==> src/rtl/display_pkg.sv <==
// Shared constants and helpers for the 3-digit scan driver: segment patterns,
// digit/flag counts and the slot enumeration used by the scan sequencer.
package display_pkg;

  localparam int NUM_DIGITS = 3;
  localparam int NUM_FLAGS  = 2 * NUM_DIGITS;
  localparam int NUM_PULSES = 2 * NUM_FLAGS;

  // Segment order is gfedcba, active-low: a 0 lights the segment.
  localparam logic [6:0] SEG_BLANK = 7'b1111111;
  localparam logic [6:0] SEG_0     = 7'b1000000;
  localparam logic [6:0] SEG_1     = 7'b1111001;
  localparam logic [6:0] SEG_2     = 7'b0100100;
  localparam logic [6:0] SEG_3     = 7'b0110000;

  typedef enum logic [1:0] {
    SLOT_0 = 2'd0,
    SLOT_1 = 2'd1,
    SLOT_2 = 2'd2
  } slot_t;

  function automatic logic [6:0] seg_lut(input logic [1:0] code);
    logic [6:0] pattern;
    case (code)
      2'b00:   pattern = SEG_0;
      2'b01:   pattern = SEG_1;
      2'b10:   pattern = SEG_2;
      default: pattern = SEG_3;
    endcase
    return pattern;
  endfunction

  function automatic slot_t next_slot(input slot_t cur);
    slot_t nxt;
    case (cur)
      SLOT_0:  nxt = SLOT_1;
      SLOT_1:  nxt = SLOT_2;
      default: nxt = SLOT_0;
    endcase
    return nxt;
  endfunction

endpackage

==> src/rtl/display_scan_driver_if.sv <==
// Pulse bus from the digit decoder plus the display pin group driven by the
// scan driver; the decoder side is the master, the driver is the slave.
interface display_scan_driver_if;
  import display_pkg::*;

  logic [NUM_PULSES-1:0] sr_pulse;
  logic [NUM_FLAGS-1:0]  flags;
  logic [6:0]            seg;
  logic [NUM_DIGITS-1:0] an;
  logic                  frame_done;
  logic                  conflict;

  modport master (
    output sr_pulse,
    input  flags,
    input  seg,
    input  an,
    input  frame_done,
    input  conflict
  );

  modport slave (
    input  sr_pulse,
    output flags,
    output seg,
    output an,
    output frame_done,
    output conflict
  );

endinterface

==> src/rtl/display_scan_driver_sr_flag_bank.sv <==
// Six set/reset flag cells fed by paired pulses; reset dominates, and a
// simultaneous set+reset on any cell latches a sticky conflict flag.
module sr_flag_bank
  import display_pkg::*;
(
  input  logic                  clk,
  input  logic                  rst,
  input  logic [NUM_PULSES-1:0] sr_pulse,
  output logic [NUM_FLAGS-1:0]  flags,
  output logic                  conflict
);

  logic [NUM_FLAGS-1:0] set_vec;
  logic [NUM_FLAGS-1:0] clr_vec;
  logic [NUM_FLAGS-1:0] flags_next;
  logic                 clash;

  // Pulse bit 2k sets flag k, bit 2k+1 clears it.
  always_comb begin
    set_vec = '0;
    clr_vec = '0;
    for (int k = 0; k < NUM_FLAGS; k++) begin
      set_vec[k] = sr_pulse[2*k];
      clr_vec[k] = sr_pulse[2*k+1];
    end
  end

  assign flags_next = (flags | set_vec) & ~clr_vec;
  assign clash      = |(set_vec & clr_vec);

  always_ff @(posedge clk) begin
    if (rst) begin
      flags    <= '0;
      conflict <= 1'b0;
    end else begin
      flags <= flags_next;
      if (clash) begin
        conflict <= 1'b1;
      end
    end
  end

endmodule

==> src/rtl/display_scan_driver.sv <==
// Latches decoder flags and time-multiplexes three 2-bit codes onto a
// common-anode 7-segment display with a blank gap at the start of each slot.
module display_scan_driver
  import display_pkg::*;
#(
  parameter int PRESCALE = 50000,
  parameter int DEAD     = 2
) (
  input  logic                 clk,
  input  logic                 rst,
  display_scan_driver_if.slave bus
);

  localparam int CW = $clog2(PRESCALE);

  logic [CW-1:0]         count;
  logic [CW-1:0]         count_next;
  slot_t                 slot;
  slot_t                 slot_next;
  logic [NUM_FLAGS-1:0]  flags;
  logic [NUM_FLAGS-1:0]  shadow;
  logic                  conflict;
  logic                  tick;
  logic                  frame_tick;
  logic                  in_dead;
  logic [1:0]            code;
  logic [NUM_DIGITS-1:0] an_next;
  logic [6:0]            seg_next;

  sr_flag_bank u_flag_bank (
    .clk      (clk),
    .rst      (rst),
    .sr_pulse (bus.sr_pulse),
    .flags    (flags),
    .conflict (conflict)
  );

  assign bus.flags    = flags;
  assign bus.conflict = conflict;

  assign tick       = (count == CW'(PRESCALE - 1));
  assign frame_tick = tick && (slot == SLOT_2);
  assign in_dead    = (count < CW'(DEAD));

  always_comb begin
    count_next = count + CW'(1);
    slot_next  = slot;
    if (tick) begin
      count_next = '0;
      slot_next  = next_slot(slot);
    end
  end

  // Shadow only moves on the frame boundary so a frame never mixes codes.
  always_ff @(posedge clk) begin
    if (rst) begin
      count  <= '0;
      slot   <= SLOT_0;
      shadow <= '0;
    end else begin
      count <= count_next;
      slot  <= slot_next;
      if (frame_tick) begin
        shadow <= flags;
      end
    end
  end

  always_comb begin
    an_next  = '1;
    seg_next = SEG_BLANK;
    code     = 2'b00;
    case (slot)
      SLOT_0:  code = shadow[1:0];
      SLOT_1:  code = shadow[3:2];
      SLOT_2:  code = shadow[5:4];
      default: code = 2'b00;
    endcase
    if (!in_dead) begin
      seg_next = seg_lut(code);
      case (slot)
        SLOT_0:  an_next = 3'b110;
        SLOT_1:  an_next = 3'b101;
        SLOT_2:  an_next = 3'b011;
        default: an_next = 3'b111;
      endcase
    end
  end

  always_ff @(posedge clk) begin
    if (rst) begin
      bus.seg        <= SEG_BLANK;
      bus.an         <= '1;
      bus.frame_done <= 1'b0;
    end else begin
      bus.seg        <= seg_next;
      bus.an         <= an_next;
      bus.frame_done <= frame_tick;
    end
  end

endmodule

==> src/flat_wrapper.sv <==
// flat-port wrapper written by rule: the top's interface ports become plain ports
module display_scan_driver_flat import display_pkg::*;
#(
  parameter int PRESCALE = 50000,
  parameter int DEAD     = 2
)
  (clk, rst, bus_sr_pulse, bus_flags, bus_seg, bus_an, bus_frame_done, bus_conflict);
  display_scan_driver_if bus_i ();
  input  logic clk;
  input  logic rst;
  input wire logic [$bits(bus_i.sr_pulse)-1:0] bus_sr_pulse;
  output wire logic [$bits(bus_i.flags)-1:0] bus_flags;
  output wire logic [$bits(bus_i.seg)-1:0] bus_seg;
  output wire logic [$bits(bus_i.an)-1:0] bus_an;
  output wire logic [$bits(bus_i.frame_done)-1:0] bus_frame_done;
  output wire logic [$bits(bus_i.conflict)-1:0] bus_conflict;
  assign bus_i.sr_pulse = bus_sr_pulse;
  assign bus_flags = bus_i.flags;
  assign bus_seg = bus_i.seg;
  assign bus_an = bus_i.an;
  assign bus_frame_done = bus_i.frame_done;
  assign bus_conflict = bus_i.conflict;
  display_scan_driver #(.PRESCALE(PRESCALE), .DEAD(DEAD)) u_core (.clk(clk), .rst(rst), .bus(bus_i));
endmodule
==> config.mk <==
export PLATFORM = sky130hd
export DESIGN_NAME = display_scan_driver_flat
export DESIGN_NICKNAME = d
export VERILOG_FILES = /design/src/rtl/display_pkg.sv /design/src/rtl/display_scan_driver_if.sv /design/src/rtl/display_scan_driver_sr_flag_bank.sv /design/src/rtl/display_scan_driver.sv /design/src/flat_wrapper.sv
export SDC_FILE = /design/constraint.sdc
export NUM_CORES = 1
export LEC_CHECK = 0
export CORE_MARGIN = 3
export CORE_UTILIZATION = 45
export CTS_CLUSTER_DIAMETER = 150
export DETAILED_ROUTE_END_ITERATION = 6
export HOLD_SLACK_MARGIN = 0.08
export PLACE_DENSITY = 0.73
export SLEW_MARGIN = 30
export SYNTH_ARGS = -nofsm -noshare
export SYNTH_HDL_FRONTEND = slang
export SYNTH_SLANG_ARGS = --single-unit
==> constraint.sdc <==
create_clock -name clk -period 1.95 [get_ports clk]
set_clock_uncertainty 0.1 [all_clocks]
set_input_delay 0.39 -clock clk [delete_from_list [all_inputs] [get_ports clk]]
set_output_delay 0.39 -clock clk [all_outputs]
set_load 0.02 [all_outputs]
==> metrics.md <==
| Metric | Value |
|---|---|
| CTS-repair resized insts | `0` |
| Fillers | `approximately 300` |
| Via count | `1262` |
| Drt via density | `4.93` |
| Reg-to-reg startpoint | `u_core.count[13]$_SDFF_PP0_` |
| CTS tree | `done` |
| Hold-fix buffers at CTS | `0` |
| Drt first pass iters | `4` |
| WHS Path Cells | `1` |
| Number of nets with antenna violations after routing | `0` |
| Worst hold path startpoint | `u_core.count[0]$_SDFF_PP0_` |
| Clk root buf | `clkbuf_4` |
| DR iter-0 viols | `63` |
| Count of final setup violators | `0` |
| Starting density of the core | `0.477` |
| Core area | `3420 um^2` |
| DR WL/cell | `12.0 um` |
| Synth Warn # | `0` |
| Post-synthesis cell type count | `31` |
| CTS max path bufs | `2` |
| Worst Hold Path EP | `u_core.count[0]$_SDFF_PP0_` |
| Die area | `between 4000 and 5000 um^2` |
| Syn_nets | `187` |
| Post-route cell area | `between 2000 and 2500 um^2` |
| Port Buf Inserts | `31` |
| Antenna cells | `0` |
| Status | `complete, no violations` |
| Reg-to-reg slack, setup | `between 0.1 and 0.15 ns` |
| GPL Wtd Cong | `0.894` |
| DRC Markers | `0` |
| Worst R2R Path Depth | `5` |
| CP endpoint kind | `output port` |
| Max Fclk | `approximately 540 MHz` |
| Final wirelength | `just over 3000 um` |
| Die Y | `66.2 um` |
| Mapped Area | `between 1500 and 2000 um^2` |
| Share of layout cells above drive strength 1 | `0.0857` |
| Synth Instances | `172` |
| Slew of the pin with the lowest slew margin | `around 0.42 ns` |
| Final Max Tran Viols | `0` |
| # clock sinks | `41` |
| Setup TNS | `0 ns` |
| Setup Crit Path Kind | `flip-flop to output port` |
| Vias in the first global route | `approximately 1300` |
| RSZ-0062 raised after global routing | `no` |
| Synthesis-stage register bit count | `just over 40` |
| Max stage delay cell, worst path | `clkdlybuf4s50_1` |
| Static leakage | `0.717 nW` |
| CP startpoint kind | `flip-flop` |
| Cell Chain, Critical Path | `clkdlybuf4s50_1` |
| # IOs | `32` |
| First-pass GRT wire length | `5240 um` |
| Std cell rows | `21` |
| Required time worst endpoint | `1.46 ns` |
| Fin crit period | `1.84 ns` |
| Clock latency on the worst-skew pair | `approximately 0.36 ns` |
| Final hold vios | `0` |
| Antenna violations before repair | `0` |
| Total GRT Usage | `0.159` |
| CTS buffer count | `5` |
| Post-CTS Repair Setup Buffers | `0` |
| Synth-to-Final Area Change | `26.8%` |
| Syn avg cell area | `9.48 um^2` |
| Power per cell area | `696 nW/um^2` |
| Crit Reg-Reg Endpoint | `u_core.shadow[5]$_SDFFE_PP0P_` |
| Worst Path Max Fanout | `3` |
| Dpl cell area | `2010 um^2` |
| Max-Cap Viols | `0` |
| Critical Path AT | `between 1 and 1.5 ns` |
| H-tree depth | `2` |
| Worst-path clk slew | `0.12 ns` |
| Die X-Extent | `66.2 um` |
| DP HPWL | `approximately 2300 um` |
| Worst Hold Class | `flip-flop to flip-flop` |
| Delay of the slowest critical-path stage | `0.62 ns` |
| CP top delay family | `buffers and inverters` |
| Sequential fraction of the synthesis area | `0.503` |
| Largest net degree at the start of global routing | `21` |
| Grt total ovfl | `0` |
| Power consumption | `1.44 mW` |
| Slew HR | `0.717` |
| Worst Path Buf+Inv | `1` |
| Max VDD drop | `0.372 mV` |
| Final period util | `0.944` |
| Final net count | `224` |
==> worst max-delay path by stage <==
stage | startpoint | to | slack, ns | cells after the start
finish | u_core.u_flag_bank.flags[2]$_SDFF_PP0_ | bus_flags[2] | 0.11 | 1
global route | u_core.count[13]$_SDFF_PP0_ | u_core.shadow[0]$_SDFFE_PP0P_ | 0.006 | 5
CTS | u_core.count[10]$_SDFF_PP0_ | u_core.shadow[0]$_SDFFE_PP0P_ | 0.02 | 5
detailed placement | u_core.count[10]$_SDFF_PP0_ | u_core.shadow[0]$_SDFFE_PP0P_ | 0.04 | 5
global placement | u_core.count[10]$_SDFF_PP0_ | u_core.shadow[3]$_SDFFE_PP0P_ | 0.12 | 5
floorplan | u_core.count[10]$_SDFF_PP0_ | u_core.shadow[0]$_SDFFE_PP0P_ | 0.04 | 5
==> cell type report <==
class,count,area [um^2],share of cell area
clock buffers,6,41.3,0.0200
repair buffers,37,368,0.178
well taps,46,57.6,0.0278
inverters,5,18.8,0.00908
clock inverters,2,10.0,0.00484
flip-flops and latches,41,823,0.398
multi-input cells,119,748,0.362
==> Yosys cell counts <==
cell type | number | area, um^2
a211o_1 | 1 | 8.76
a21oi_1 | 2 | 10.0
a222oi_1 | 1 | 10.0
a22oi_1 | 1 | 7.51
a31oi_1 | 1 | 6.26
and2b_1 | 1 | 7.51
and3b_1 | 1 | 8.76
buf_4 | 2 | 15.0
buf_6 | 2 | 22.5
clkbuf_1 | 3 | 11.3
dfxtp_1 | 41 | 821
ha_1 | 1 | 12.5
inv_1 | 5 | 18.8
mux2i_1 | 10 | 100
nand2_1 | 8 | 30.0
nand2b_1 | 12 | 75.1
nand3_1 | 5 | 25.0
nand3b_1 | 2 | 15.0
nand4_1 | 5 | 31.3
nor2_1 | 30 | 113
nor2b_1 | 1 | 6.26
nor3_1 | 9 | 45.0
nor4_1 | 6 | 37.5
nor4_4 | 1 | 21.3
o21ai_0 | 2 | 10.0
or2_1 | 1 | 6.26
or3_1 | 1 | 6.26
or4_1 | 2 | 15.0
or4_4 | 1 | 11.3
xnor2_1 | 13 | 114
xor2_1 | 1 | 8.76
==> report_power, final <==
group	leakage, nW	total [mW]	switching (mW)	internal (mW)
clock network	0.0320	0.402	0.265	0.137
registers	0.334	0.878	0.0148	0.863
logic	0.351	0.159	0.0729	0.0861
total	0.717	1.44	0.353	1.09
==> cells by family after synthesis <==
kind of cell / synth area share
AO/OA/AOI/OAI: 0.0322
buffers and inverters: 0.0414
XOR/XNOR: 0.0752
adder cells (fa/ha/maj): 0.00767
multiplexers: 0.0614
flip-flops: 0.503
AND/OR/NAND/NOR: 0.279
==> per-layer routing <==
metal | wire length, um | part of all wire | GRT usage | vias up
met5 | 0 | 0 | 0 | -
met4 | 80 | 0.026 | 0.0914 | 0
met3 | 148 | 0.048 | 0.0391 | 6
met2 | 1460 | 0.47 | 0.265 | 33
met1 | 1400 | 0.45 | 0.182 | 564
li1 | - | - | - | 659
==> flip-flops by register name, indices dropped and copies added, names as in the netlist <==
register,cells
u_core.bus.an,3
u_core.bus.frame_done,1
u_core.bus.seg,6
u_core.count,16
u_core.shadow,6
u_core.slot,2
u_core.u_flag_bank.conflict,1
u_core.u_flag_bank.flags,6
==> metrics by stage <==
step | hold WS [ns] | worst slack (ns) | utilization | cells
2_1_floorplan | 0.329 | 0.0354 | - | 172
3_3_place_gp | 0.342 | 0.119 | 0.588 | 248
3_5_place_dp | 0.371 | 0.0402 | 0.588 | 248
4_1_cts | 0.394 | 0.0151 | 0.603 | 256
5_1_grt | 0.363 | 0.00560 | 0.605 | 256
6_report | 0.341 | 0.109 | 0.605 | 256
==> placed cells by master, fill, tap and decap left out <==
| master | netlist | routed |
|---|---|---|
| buf_12 | 0 | 1 |
| xor2_1 | 1 | 1 |
| a31oi_1 | 1 | 1 |
| or4_4 | 1 | 1 |
| a22oi_1 | 1 | 1 |
| nand2_1 | 8 | 8 |
| or3_1 | 1 | 1 |
| dfxtp_1 | 41 | 39 |
| nor4_4 | 1 | 1 |
| and2b_1 | 1 | 1 |
| nand4_1 | 5 | 5 |
| and3b_1 | 1 | 1 |
| nor3_1 | 9 | 9 |
| a211o_1 | 1 | 1 |
| or4_1 | 2 | 2 |
| xnor2_1 | 13 | 13 |
| nor2_1 | 30 | 30 |
| clkbuf_1 | 3 | 1 |
| buf_4 | 2 | 5 |
| ha_1 | 1 | 1 |
| o21ai_0 | 2 | 2 |
| clkdlybuf4s50_1 | 0 | 31 |
| nand2b_1 | 12 | 12 |
| mux2i_1 | 10 | 10 |
| or2_1 | 1 | 1 |
| inv_1 | 5 | 5 |
| nor4_1 | 6 | 5 |
| a21oi_1 | 2 | 2 |
| a222oi_1 | 1 | 1 |
| nor4_2 | 0 | 1 |
| clkbuf_4 | 0 | 5 |
| dfxtp_2 | 0 | 2 |
| nor2b_1 | 1 | 1 |
| clkinv_2 | 0 | 2 |
| nand3b_1 | 2 | 2 |
| nand3_1 | 5 | 5 |
Power figures use the tool's default switching activity.
